### src/rtl/barrel_rotator_left_arbiter_if.sv
// Request/response bundle for the shared left rotator: per-client {data, rotation}
// on valid/ready, and one rotated result with the index of the client that produced it.
interface barrel_rotator_left_arbiter_if #(
    parameter int DATA_WIDTH     = 8,
    parameter int REQUESTERS     = 4,
    parameter int ROTATION_WIDTH = $clog2(DATA_WIDTH),
    parameter int INDEX_WIDTH    = $clog2(REQUESTERS)
);
    logic [REQUESTERS-1:0]                request_valid;
    logic [REQUESTERS*DATA_WIDTH-1:0]     request_data;
    logic [REQUESTERS*ROTATION_WIDTH-1:0] request_rotation;
    logic [REQUESTERS-1:0]                request_ready;
    logic                                 response_valid;
    logic [DATA_WIDTH-1:0]                response_data;
    logic [INDEX_WIDTH-1:0]               response_index;
    logic                                 response_ready;

    modport master (
        output request_valid, request_data, request_rotation, response_ready,
        input  request_ready, response_valid, response_data, response_index
    );

    modport slave (
        input  request_valid, request_data, request_rotation, response_ready,
        output request_ready, response_valid, response_data, response_index
    );
endinterface

### src/rtl/barrel_rotator_left_arbiter.sv
// Arbitrates REQUESTERS clients onto one barrel left rotator with a one-entry output register.
// Define BARREL_ROTATOR_LEFT_ARBITER_FIXED_PRIORITY_EN for lowest-index-wins instead of round-robin.
module barrel_rotator_left_arbiter #(
    parameter int DATA_WIDTH     = 8,
    parameter int REQUESTERS     = 4,
    parameter int ROTATION_WIDTH = $clog2(DATA_WIDTH),
    parameter int INDEX_WIDTH    = $clog2(REQUESTERS)
) (
    input logic                          clock,
    input logic                          resetn,
    barrel_rotator_left_arbiter_if.slave bus
);
    localparam logic [0:0] STATE_EMPTY = 1'b0;
    localparam logic [0:0] STATE_FULL  = 1'b1;

    logic [0:0]              state;
    logic [DATA_WIDTH-1:0]   out_data;
    logic [INDEX_WIDTH-1:0]  out_index;
    logic [INDEX_WIDTH-1:0]  ptr;
    logic                    can_load;

    logic [REQUESTERS-1:0]   grant;
    logic [INDEX_WIDTH-1:0]  grant_index;
    logic                    grant_any;
    logic [INDEX_WIDTH:0]    scan_sum;
    logic [INDEX_WIDTH-1:0]  scan_idx;

    logic [DATA_WIDTH-1:0]     sel_data;
    logic [ROTATION_WIDTH-1:0] sel_rot;
    logic [ROTATION_WIDTH-1:0] rot_amt;
    logic [2*DATA_WIDTH-1:0]   rot_dbl;

    // Pass-through load: a full register that is draining this cycle can refill.
    assign can_load = (state == STATE_EMPTY) || bus.response_ready;

    // Scan from the pointer upward with wrap; first valid client wins.
    always_comb begin
        grant       = '0;
        grant_index = '0;
        grant_any   = 1'b0;
        scan_sum    = '0;
        scan_idx    = '0;
        for (int k = 0; k < REQUESTERS; k++) begin
            scan_sum = {1'b0, ptr} + (INDEX_WIDTH+1)'(k);
            if (scan_sum >= (INDEX_WIDTH+1)'(REQUESTERS))
                scan_sum = scan_sum - (INDEX_WIDTH+1)'(REQUESTERS);
            scan_idx = scan_sum[INDEX_WIDTH-1:0];
            if (!grant_any && bus.request_valid[scan_idx]) begin
                grant_any   = 1'b1;
                grant_index = scan_idx;
            end
        end
        if (!(can_load && resetn))
            grant_any = 1'b0;
        if (grant_any)
            grant[grant_index] = 1'b1;
    end

    always_comb begin
        sel_data = '0;
        sel_rot  = '0;
        for (int i = 0; i < REQUESTERS; i++) begin
            if (grant[i]) begin
                sel_data = bus.request_data[i*DATA_WIDTH +: DATA_WIDTH];
                sel_rot  = bus.request_rotation[i*ROTATION_WIDTH +: ROTATION_WIDTH];
            end
        end
    end

    // Doubling the word turns the rotate into a plain shift; the upper half is the result.
    assign rot_amt = ROTATION_WIDTH'(32'(sel_rot) % DATA_WIDTH);
    assign rot_dbl = {sel_data, sel_data} << rot_amt;

    always_ff @(posedge clock or negedge resetn) begin
        if (!resetn) begin
            state     <= STATE_EMPTY;
            out_data  <= '0;
            out_index <= '0;
        end else if (grant_any) begin
            state     <= STATE_FULL;
            out_data  <= rot_dbl[2*DATA_WIDTH-1:DATA_WIDTH];
            out_index <= grant_index;
        end else if (bus.response_ready) begin
            state     <= STATE_EMPTY;
        end
    end

`ifdef BARREL_ROTATOR_LEFT_ARBITER_FIXED_PRIORITY_EN
    assign ptr = '0;
`else
    always_ff @(posedge clock or negedge resetn) begin
        if (!resetn)
            ptr <= '0;
        else if (grant_any)
            ptr <= (grant_index == INDEX_WIDTH'(REQUESTERS-1)) ? '0 : grant_index + 1'b1;
    end
`endif

    assign bus.request_ready  = grant;
    assign bus.response_valid = (state == STATE_FULL);
    assign bus.response_data  = out_data;
    assign bus.response_index = out_index;
endmodule

### src/flat_wrapper.sv
// flat-port wrapper written by rule: the top's interface ports become plain ports
module barrel_rotator_left_arbiter_flat 
#(
    parameter int DATA_WIDTH     = 8,
    parameter int REQUESTERS     = 4,
    parameter int ROTATION_WIDTH = $clog2(DATA_WIDTH),
    parameter int INDEX_WIDTH    = $clog2(REQUESTERS)
)
  (clock, resetn, bus_request_valid, bus_request_data, bus_request_rotation, bus_response_ready, bus_request_ready, bus_response_valid, bus_response_data, bus_response_index);
  barrel_rotator_left_arbiter_if #(.DATA_WIDTH(DATA_WIDTH), .REQUESTERS(REQUESTERS), .ROTATION_WIDTH(ROTATION_WIDTH), .INDEX_WIDTH(INDEX_WIDTH)) bus_i ();
  input logic clock;
  input logic resetn;
  input wire logic [$bits(bus_i.request_valid)-1:0] bus_request_valid;
  input wire logic [$bits(bus_i.request_data)-1:0] bus_request_data;
  input wire logic [$bits(bus_i.request_rotation)-1:0] bus_request_rotation;
  input wire logic [$bits(bus_i.response_ready)-1:0] bus_response_ready;
  output wire logic [$bits(bus_i.request_ready)-1:0] bus_request_ready;
  output wire logic [$bits(bus_i.response_valid)-1:0] bus_response_valid;
  output wire logic [$bits(bus_i.response_data)-1:0] bus_response_data;
  output wire logic [$bits(bus_i.response_index)-1:0] bus_response_index;
  assign bus_i.request_valid = bus_request_valid;
  assign bus_i.request_data = bus_request_data;
  assign bus_i.request_rotation = bus_request_rotation;
  assign bus_i.response_ready = bus_response_ready;
  assign bus_request_ready = bus_i.request_ready;
  assign bus_response_valid = bus_i.response_valid;
  assign bus_response_data = bus_i.response_data;
  assign bus_response_index = bus_i.response_index;
  barrel_rotator_left_arbiter #(.DATA_WIDTH(DATA_WIDTH), .REQUESTERS(REQUESTERS), .ROTATION_WIDTH(ROTATION_WIDTH), .INDEX_WIDTH(INDEX_WIDTH)) u_core (.clock(clock), .resetn(resetn), .bus(bus_i));
endmodule
### config.mk
export PLATFORM = sky130hd
export DESIGN_NAME = barrel_rotator_left_arbiter_flat
export DESIGN_NICKNAME = d
export VERILOG_FILES = /design/src/rtl/barrel_rotator_left_arbiter_if.sv /design/src/rtl/barrel_rotator_left_arbiter.sv /design/src/flat_wrapper.sv
export SDC_FILE = /design/constraint.sdc
export NUM_CORES = 1
export LEC_CHECK = 0
export ABC_AREA = 1
export BUFFER_PORTS_ARGS = -buffer_cell sky130_fd_sc_hd__buf_2
export CAP_MARGIN = 20
export CORE_MARGIN = 4
export CORE_UTILIZATION = 45
export DETAILED_ROUTE_END_ITERATION = 7
export PLACE_DENSITY = 0.77
export SKIP_CTS_REPAIR_TIMING = 1
export SYNTH_ARGS = -nofsm -noshare
export SYNTH_HDL_FRONTEND = slang
export SYNTH_SLANG_ARGS = --single-unit
### constraint.sdc
create_clock -name clock -period 3.2 [get_ports clock]
set_clock_uncertainty 0.05 [all_clocks]
set_input_delay 0.32 -clock clock [delete_from_list [all_inputs] [get_ports clock]]
set_output_delay 0.32 -clock clock [all_outputs]
set_load 0.01 [all_outputs]
==> results.md, run 1 <==
- GRT Util Overall: 19.4%
- Via count: 2163
- Critical path endpoint category: flip-flop
- Status: completed
- I/O pin count: 66
- Seq cells post-synth: 13
- Clock Latency Late Sink: 0.24 ns
- Synthesized cell area: 1750 um2
- CTS Buf Count: 3
- Final std cells w/o fill: 421
- CP Data Required Time: 3.32 ns
- Critical path type: reg -> reg
- Die ar.: 4950 um2
- Crit path time final: 3.00 ns
- First-pass GRT wire length: 8090 um
- Fillcell total: 365
- Final worst setup slack: 0.198 ns
- Die width: 70.3 um
- Grt ovf: 0
- Largest net degree at the start of global routing: 31
- Hold Fails Final Rpt: 0
- # DRC: 0
- Crit path DAT: 3.12 ns
- Type of origin of the critical path: flip-flop
- Sink Count: 13
- Cells after DPL: 414
- Max-Cap Viols: 0
- FP Rows: 22
- Antenna-violating nets left: 0
- Post-Synthesis Cells: 308
- ANT cells: 0
- Core Area: 3720 um2
- Hold crit path type: in -> reg
- Clock Path Buffers: 2
- Netlist cell types: 27
- Vias/cell: 5.14
- Final nets: 429
- Area of all sequential standard cells: 327 um2
- Syn_area_per_cell: 5.68 um2
- Ys flop type: dfrtp_1
- TritonCTS clock tree: yes
- Layout Area Growth over Synthesis: 31.8%
- Sequential fraction of the synthesis area: 18.6%
- Input/output buffers: 65
- Htree depth: 1
- Vias in the first global route: 1821
- Post-DR wirelength/cell: 12.1 um
- Initial detailed-routing violation count: 193
- HPWL Detailed: 4010 um
- Hold slack: 0.235 ns
- Chip height: 70.3 um
- Root Buffer Master: clkbuf_8
- Final setup viols: 0
- Final Max Slew Viols: 0
- Max Clk Rate: 0.333 GHz
- Dpl ws: -0.155 ns
- Area post-placement: 2120 um2
- Post-route cell area: 2300 um2
- Fin crit share: 93.8%
- Initial antenna violation count: 0
- GPL Wtd Cong: 0.927
- Post-synth EDFFs: 0
- Starting Density: 47.0%
- Worst-margin pin slew: 0.684 ns
- Final wirelength: 5110 um
- Synth Warn #: 0
- Pre-antenna DRT Iters: 5
- Area occupied by multi-input gates: 1250 um2
- FFs w/ async S/R, synth: 100%
- Fraction of layout cells with a size suffix above 1: 30.6%
- Reg clk slew, reported paths: 0.06 ns
- Slew HR: 54.4%
- CP Max Fanout: 9
- Syn Nets: 363
routing by layer:
layer | wire length (um) | track usage, % | up-vias
met4 | 73 | 4.47 | 0
met2 | 2300 | 28.8 | 103
li1 | - | - | 1130
met5 | 0 | 0 | -
met1 | 2270 | 28.7 | 922
met3 | 470 | 3.74 | 8
synth_stat cells (4+ instances only):
cell type / instances / area share [%]
inv_1: 43 / 9.2
nor2_1: 14 / 3.0
nand3_1: 53 / 15
inv_2: 4 / 0.86
o21ai_0: 7 / 2.0
dfrtp_1: 13 / 19
nand4_1: 28 / 10
nand3_2: 4 / 2.3
clkinv_1: 4 / 0.86
ha_1: 4 / 2.9
nand2_1: 99 / 21
clkbuf_1: 8 / 1.7
nand2_2: 6 / 2.1
kinds of logic (layout without fill, tap and decap cells):
logic type | count (synthesis) | count (layout) | share of synthesized area, %
DFF | 13 | 13 | 18.6
xor gates and xnor gates | 1 | 1 | 0.501
adders and majority gates | 4 | 4 | 2.86
and+or+nand+nor | 209 | 210 | 56.5
buffers and inverters | 66 | 130 | 16.0
AOI/OAI and AO/OA | 15 | 15 | 5.44
cell usage in the layout (no fill, tap or decap), types with 2 or more instances in the layout:
| cell | n |
|---|---|
| nor2_1 | 14 |
| nand3_2 | 6 |
| nand3_1 | 50 |
| inv_1 | 41 |
| inv_4 | 2 |
| clkbuf_8 | 3 |
| o21ai_1 | 3 |
| buf_2 | 65 |
| o21ai_4 | 2 |
| buf_12 | 2 |
| nor2_2 | 2 |
| nand3_4 | 3 |
| nand4_1 | 28 |
| dfrtp_1 | 12 |
| nand2_2 | 10 |
| inv_2 | 4 |
| buf_4 | 7 |
| ha_4 | 2 |
| clkinv_1 | 4 |
| nand2_1 | 95 |
| o21ai_0 | 5 |
state kept, by name, summed over array words and instances (netlist names):
register                   flops
u_core.bus.response_index      2
u_core.bus.response_valid      1
u_core.bus.response_data       8
u_core.ptr                     2
through the flow:
step	TNS, ns	util, %
after floorplan	0	-
after global placement	0	57.0
after detailed placement	-1.11	57.0
after CTS	-1.27	58.2
after global routing	-0.0846	62.0
final	0	62.0
critical path, stage by stage (launching register included):
cell and delay, ns:
dfrtp_2 0.47, buf_12 0.15, nand2_1 0.04, o21ai_0 0.08
o21ai_1 0.17, inv_1 0.09, nor3_2 0.16, nand2_2 0.10
nand4_1 0.13, o21ai_4 0.10, inv_2 0.10, ha_2 0.21
buf_4 0.17, nand4_1 0.09, nand2_1 0.09, inv_2 0.06
a21oi_4 0.23, nand2_1 0.12, nand3_1 0.12, nand3_1 0.09
nand3_1 0.10
area by class of cell:
cell class              instances  share of cell area, %
repair buffers                 75                   18.6
clock buffers                   4                   1.96
inverters                      51                   8.53
flip-flops and latches         13                   14.2
multi-input cells             230                   54.2
well taps                      48                   2.61
worst paths after layout:
kind	startpoint	to	slack (ns)	depth (start not counted)
worst max-delay path	u_core.ptr[0]	u_core.bus.response_data[7]	0.20	20
worst min-delay path	bus_response_ready	u_core.bus.response_valid	0.24	2
worst max register to register	u_core.ptr[0]	u_core.bus.response_data[7]	0.20	20
worst min register to register	u_core.bus.response_data[1]	u_core.bus.response_data[1]	0.44	2
max in group asynchronous	resetn	u_core.ptr[0]	2.11	2
min in group asynchronous	resetn	u_core.ptr[1]	0.58	2
Power of run 1 is not shown: default switching activity piles up to over one toggle a cycle in this logic, so the estimate is an artifact.
==> run 2, diff against run 1 <==
--- a/config.mk
+++ b/config.mk
@@ -11,7 +11,7 @@
 export CORE_MARGIN = 4
 export CORE_UTILIZATION = 45
 export DETAILED_ROUTE_END_ITERATION = 7
-export PLACE_DENSITY = 0.77
+export PLACE_DENSITY = 0.74
 export SKIP_CTS_REPAIR_TIMING = 1
 export SYNTH_ARGS = -nofsm -noshare
 export SYNTH_HDL_FRONTEND = slang
==> constraint.sdc (replaced) <==
create_clock -name clock -period 3.7 [get_ports clock]
set_clock_uncertainty 0.05 [all_clocks]
set_input_delay 0.37 -clock clock [delete_from_list [all_inputs] [get_ports clock]]
set_output_delay 0.37 -clock clock [all_outputs]
set_load 0.01 [all_outputs]
==> run 2 against run 1 <==
Final cell count decreased by 1.2%. Critical path depth did not move. Sequential share of layout area grew 0.98 points. Non-clock buffer count decreased by 4. Global-route usage about the same. Highest routed layer unchanged. Worst setup slack better by 0.17 ns. First-iteration DRC count shrank 35%. Utilization decreased by 4.0 points. Fmax fell by 9.8%. Count of clock-buffer cells in the layout down 1. Die area stayed put.
==> results.md, run 2 (synthesis gave the netlist of run 1 again) <==
- Max Clk Rate: 0.300 GHz
- HPWL Detailed: 3830 um
- CP Data Required Time: 3.83 ns
- Final nets: 424
- Vias in the first global route: 1952
- Pre-antenna DRT Iters: 5
- CP Max Fanout: 14
- Sink Count: 13
- FP Rows: 22
- Critical-path top delay cell: dfrtp_2
- Root Buffer Master: clkbuf_8
- Crit path time final: 3.33 ns
- Slew HR: 78.4%
- Reg clk slew, reported paths: 0.05 ns
- Final setup viols: 0
- Max-Cap Viols: 0
- Clock Latency Late Sink: 0.24 ns
- Fillcell total: 394
- GPL Wtd Cong: 0.923
- Fraction of layout cells with a size suffix above 1: 26.6%
- Largest net degree at the start of global routing: 31
- Fin crit share: 89.9%
- Post-DR wirelength/cell: 11.4 um
- Post-route cell area: 2150 um2
- CP Cell Sequence: inv_2, nand2_1, nand2_1, nand2_1, o21ai_1, inv_1, nor3_1, nand2_1, o21ai_0, buf_4, ha_2, buf_4, nand4_1, nand3_2, nand2_1, nand2_2, nand2_1, nand3_1, nand3_1, nand3_1
- ANT cells: 0
- Area post-placement: 2080 um2
- Hold crit path type: in -> reg
- Fin util: 58.0%
- Final wirelength: 4760 um
- Max reg flops: 8
- Max stage delay on crit path: 0.49 ns
- Layout Area Growth over Synthesis: 23.3%
- Clock Path Buffers: 2
- First-pass GRT wire length: 8100 um
- Commonest non-fill, non-tap cells in the layout: nand2_1, buf_2, nand3_1
- Crit path DAT: 3.46 ns
- Starting Density: 47.0%
- Commonest non-fill, non-tap cell in the layout: nand2_1
- Status: completed
- Via count: 2117
- Crit path top cell by count: nand2_1
- Die width: 70.3 um
- Type of origin of the critical path: flip-flop
- Critical path endpoint category: flip-flop
- CTS Buf Count: 3
- Hold slack: 0.269 ns
- Chip height: 70.3 um
- Initial detailed-routing violation count: 126
- Worst-margin pin slew: 0.325 ns
- Htree depth: 1
- TritonCTS clock tree: yes
- Critical path type: reg -> reg
- Hold Fails Final Rpt: 0
- Vias/cell: 5.09
- GRT Util Overall: 19.4%
- # DRC: 0
- Grt ovf: 0
- Core Area: 3720 um2
- Input/output buffers: 65
- Antenna-violating nets left: 0
- Die ar.: 4950 um2
- Initial antenna violation count: 0
- I/O pin count: 66
- Final Max Slew Viols: 0
-- run 2: worst paths after layout --
kind / startpoint / end / slack, ns / depth (start not counted)
max in group asynchronous: resetn / u_core.ptr[0] / 2.87 / 2
min in group asynchronous: resetn / u_core.ptr[1] / 0.49 / 2
worst max register to register: u_core.ptr[0] / u_core.bus.response_data[5] / 0.37 / 20
worst min-delay path: bus_response_ready / u_core.bus.response_valid / 0.27 / 2
worst min register to register: u_core.bus.response_data[7] / u_core.bus.response_data[7] / 0.45 / 2
worst max-delay path: u_core.ptr[0] / u_core.bus.response_data[5] / 0.37 / 20
-- run 2: layout make-up --
type                    count  area [um2]  area share, %
multi-input cells         229        1160           53.7
repair buffers             71         373           17.3
flip-flops and latches     13         327           15.2
inverters                  51         191           8.89
well taps                  48        60.1           2.79
clock buffers               3        41.3           1.92
clock inverters             1        5.00          0.232
-- run 2: per-stage QoR --
step                instances  setup TNS [ns]  setup WS (ns)
floorplan                 308               0          0.575
global placement          411               0          0.387
detailed placement        411               0          0.283
CTS                       415               0          0.232
global route              416         -0.0120        -0.0120
finish                    416               0          0.372
-- run 2: layer usage --
layer	vias up	GRT usage [%]	wire length, um
met5	-	0	0
met4	0	10.0	142
met1	889	26.0	2190
met3	13	3.74	407
li1	1112	-	-
met2	103	29.3	2010
-- run 2: worst max-delay path: cells and delay by family (launching register included) --
kind                       cells  cell delay (ns)
adders and majority gates      1             0.24
DFF                            1             0.49
buffers and inverters          4             0.61
and+or+nand+nor               13             1.43
AOI/OAI and AO/OA              2             0.43
Power of run 2 is left out for the same reason.
==> run 3, diff against run 2 <==
--- a/config.mk
+++ b/config.mk
@@ -5,13 +5,13 @@
 export SDC_FILE = /design/constraint.sdc
 export NUM_CORES = 1
 export LEC_CHECK = 0
-export ABC_AREA = 1
 export BUFFER_PORTS_ARGS = -buffer_cell sky130_fd_sc_hd__buf_2
 export CAP_MARGIN = 20
 export CORE_MARGIN = 4
 export CORE_UTILIZATION = 45
 export DETAILED_ROUTE_END_ITERATION = 7
-export PLACE_DENSITY = 0.74
+export PLACE_DENSITY = 0.8
+export RECOVER_POWER = 100
 export SKIP_CTS_REPAIR_TIMING = 1
 export SYNTH_ARGS = -nofsm -noshare
 export SYNTH_HDL_FRONTEND = slang
==> constraint.sdc (replaced) <==
create_clock -name clock -period 3.7 [get_ports clock]
set_clock_uncertainty 0.05 [all_clocks]
set_input_delay 0.37 -clock clock [delete_from_list [all_inputs] [get_ports clock]]
set_output_delay 0.37 -clock clock [all_outputs]
set_load 0.02 [all_outputs]
==> run 3 against run 2 <==
Final cell count down 42%. Count of clock-buffer cells in the layout grew 1. Synthesized cell count fell by 52%. Non-clock buffer count is 3 lower. Die area decreased by 25%. Via count shrank 31%.
==> results.md, run 3 <==
- RR Startpoint: u_core.ptr[1]
- Leak Pwr: 0.713 nW
- R2R cell count: 11
- Synth area leaders: dfrtp_1, a221oi_1, mux2_2
- Die width: 60.9 um
- Critical path type: reg -> reg
- RR Endpoint: u_core.bus.response_data[1]
- Die ar.: 3710 um2
- GPL Wtd Cong: 0.785
- CP Capture Point: u_core.bus.response_data[1]
- Critical path endpoint category: flip-flop
- Chip height: 60.9 um
- Post-synth EDFFs: 0
- Worst-margin pin slew: 0.858 ns
- First-pass GRT wire length: 5800 um
- Synthesized cell area: 1260 um2
- Cells after DPL: 237
- Fin crit share: 89.9%
- Root Buffer Master: clkbuf_4
- Type of origin of the critical path: flip-flop
- Max VDD drop: 0.000442 V
- Top-count cell post-synth: nand2_1
- Htree depth: 1
- Max-Cap Viols: 0
- Fraction of layout cells with a size suffix above 1: 33.5%
- GRT Util Overall: 20.9%
- Final wirelength: 3800 um
- Synth top cells by count: nand2_1, a221oi_1, dfrtp_1
- PD cells: 843 nW/um2
- Slew HR: 42.6%
- Final Max Slew Viols: 0
- Layout Area Growth over Synthesis: 24.9%
- Vias/cell: 6.02
- Seq cells post-synth: 13
- R2R Setup Slk: 0.37 ns
- Final std cells w/o fill: 242
- CP Data Required Time: 3.80 ns
- Vias in the first global route: 1368
- ANT cells: 0
- Grt ovf: 0
- RSZ-0062 raised after global routing: false
- Initial antenna violation count: 0
- Final nets: 268
- Hold Fails Final Rpt: 0
- Max Clk Rate: 0.300 GHz
- Sink Count: 13
- Crit path DAT: 3.43 ns
- Syn Nets: 204
- Sequential fraction of the synthesis area: 25.8%
- HPWL Detailed: 3070 um
- CP Max Fanout: 10
- Final setup viols: 0
- Pre-antenna DRT Iters: 4
- Largest net degree at the start of global routing: 22
- # DRC: 0
- Antenna-violating nets left: 0
- Starting Density: 49.1%
- Core Area: 2570 um2
- FP Rows: 18
- Initial detailed-routing violation count: 57
- FFs w/ async S/R, synth: 100%
- Syn_area_per_cell: 8.46 um2
- Top cell type's share of synthesized area: 25.8%
- TritonCTS clock tree: yes
- Tot Pwr: 1.33 mW
- Clock Latency Late Sink: 0.28 ns
- Max reg flops: 8
- Hold Path Depth: 3
- Synth Warn #: 0
- Commonest non-fill, non-tap cell in the layout: buf_2
- Commonest non-fill, non-tap cells in the layout: buf_2, nand2_1, a221oi_1, clkbuf_1, dfrtp_1
- Input/output buffers: 65
- Clock Path Buffers: 2
- I/O pin count: 66
- Crit path time final: 3.33 ns
- Status: completed
- Post-DR wirelength/cell: 15.7 um
- Post-Synthesis Cells: 149
- Ys flop type: dfrtp_1
- Largest area contributor in the synthesized netlist: dfrtp_1
- CTS Buf Count: 3
- Crit path from: u_core.ptr[1]
- Hold crit path type: in -> reg
- Setup TNS: 0 ns
- Via count: 1456
- Reg clk slew, reported paths: 0.08 ns
- Netlist cell types: 34
==> run 3: final cells by class <==
class | count | area [um2]
flip-flops and latches | 13 | 325
clock buffers | 4 | 26.3
repair buffers | 68 | 332
inverters | 9 | 33.8
multi-input cells | 118 | 821
fillers | 258 | 992
well taps | 30 | 37.5
==> run 3: layer usage <==
layer | wire [um] | up-vias | GRT usage [%]
met5 | 0 | - | 0
met4 | 87 | 0 | 10.2
met3 | 383 | 12 | 5.11
met2 | 1970 | 70 | 38.9
met1 | 1350 | 673 | 21.6
li1 | - | 701 | -
==> run 3: worst min path at each step <==
stage / from / end / slack (ns)
after global placement: resetn / u_core.bus.response_valid / 0.24
final: bus_response_ready / u_core.bus.response_valid / 0.31
after global routing: bus_response_ready / u_core.bus.response_valid / 0.32
after floorplan: resetn / u_core.bus.response_data[0] / 0.02
after CTS: resetn / u_core.bus.response_valid / -0.06
after detailed placement: resetn / u_core.bus.response_data[6] / 0.24
==> run 3: report_power, final <==
group	switching [mW]	leakage [nW]	internal (mW)
Sequential	0.0419	0.150	0.208
Clock	0.0473	0.0150	0.0418
Combinational	0.601	0.549	0.388
==> run 3: logic make-up (layout without fill, tap and decap cells) <==
logic type / Yosys count / count (layout) / synth area share (%)
and+or+nand+nor: 47 / 47 / 18.9
muxes: 10 / 10 / 8.83
DFF: 13 / 13 / 25.8
buffers and inverters: 18 / 81 / 8.13
AOI/OAI and AO/OA: 57 / 57 / 34.4
adders and majority gates: 4 / 4 / 3.97
==> run 3: per-stage QoR <==
stage          util (%)  setup slack (ns)  area (um2)  hold slack, ns
5_1_grt            61.4            0.0118        1580           0.325
3_3_place_gp       61.2             0.510        1570           0.244
6_report           61.4             0.372        1580           0.313
3_5_place_dp       61.2             0.337        1570           0.244
4_1_cts            62.2             0.385        1600         -0.0632
2_1_floorplan         -             0.845        1260          0.0244
==> run 3: worst max-delay path: stages, from the launching register on <==
cell and delay (ns):
dfrtp_1 0.46, inv_1 0.06, a22oi_1 0.15, o221ai_1 0.17
nor2b_1 0.24, ha_1 0.34, nand2b_1 0.43, o22ai_4 0.12
a31oi_4 0.31, mux2_2 0.42, a221oi_1 0.32, o21ai_0 0.13
Power figures use the tool's default switching activity.
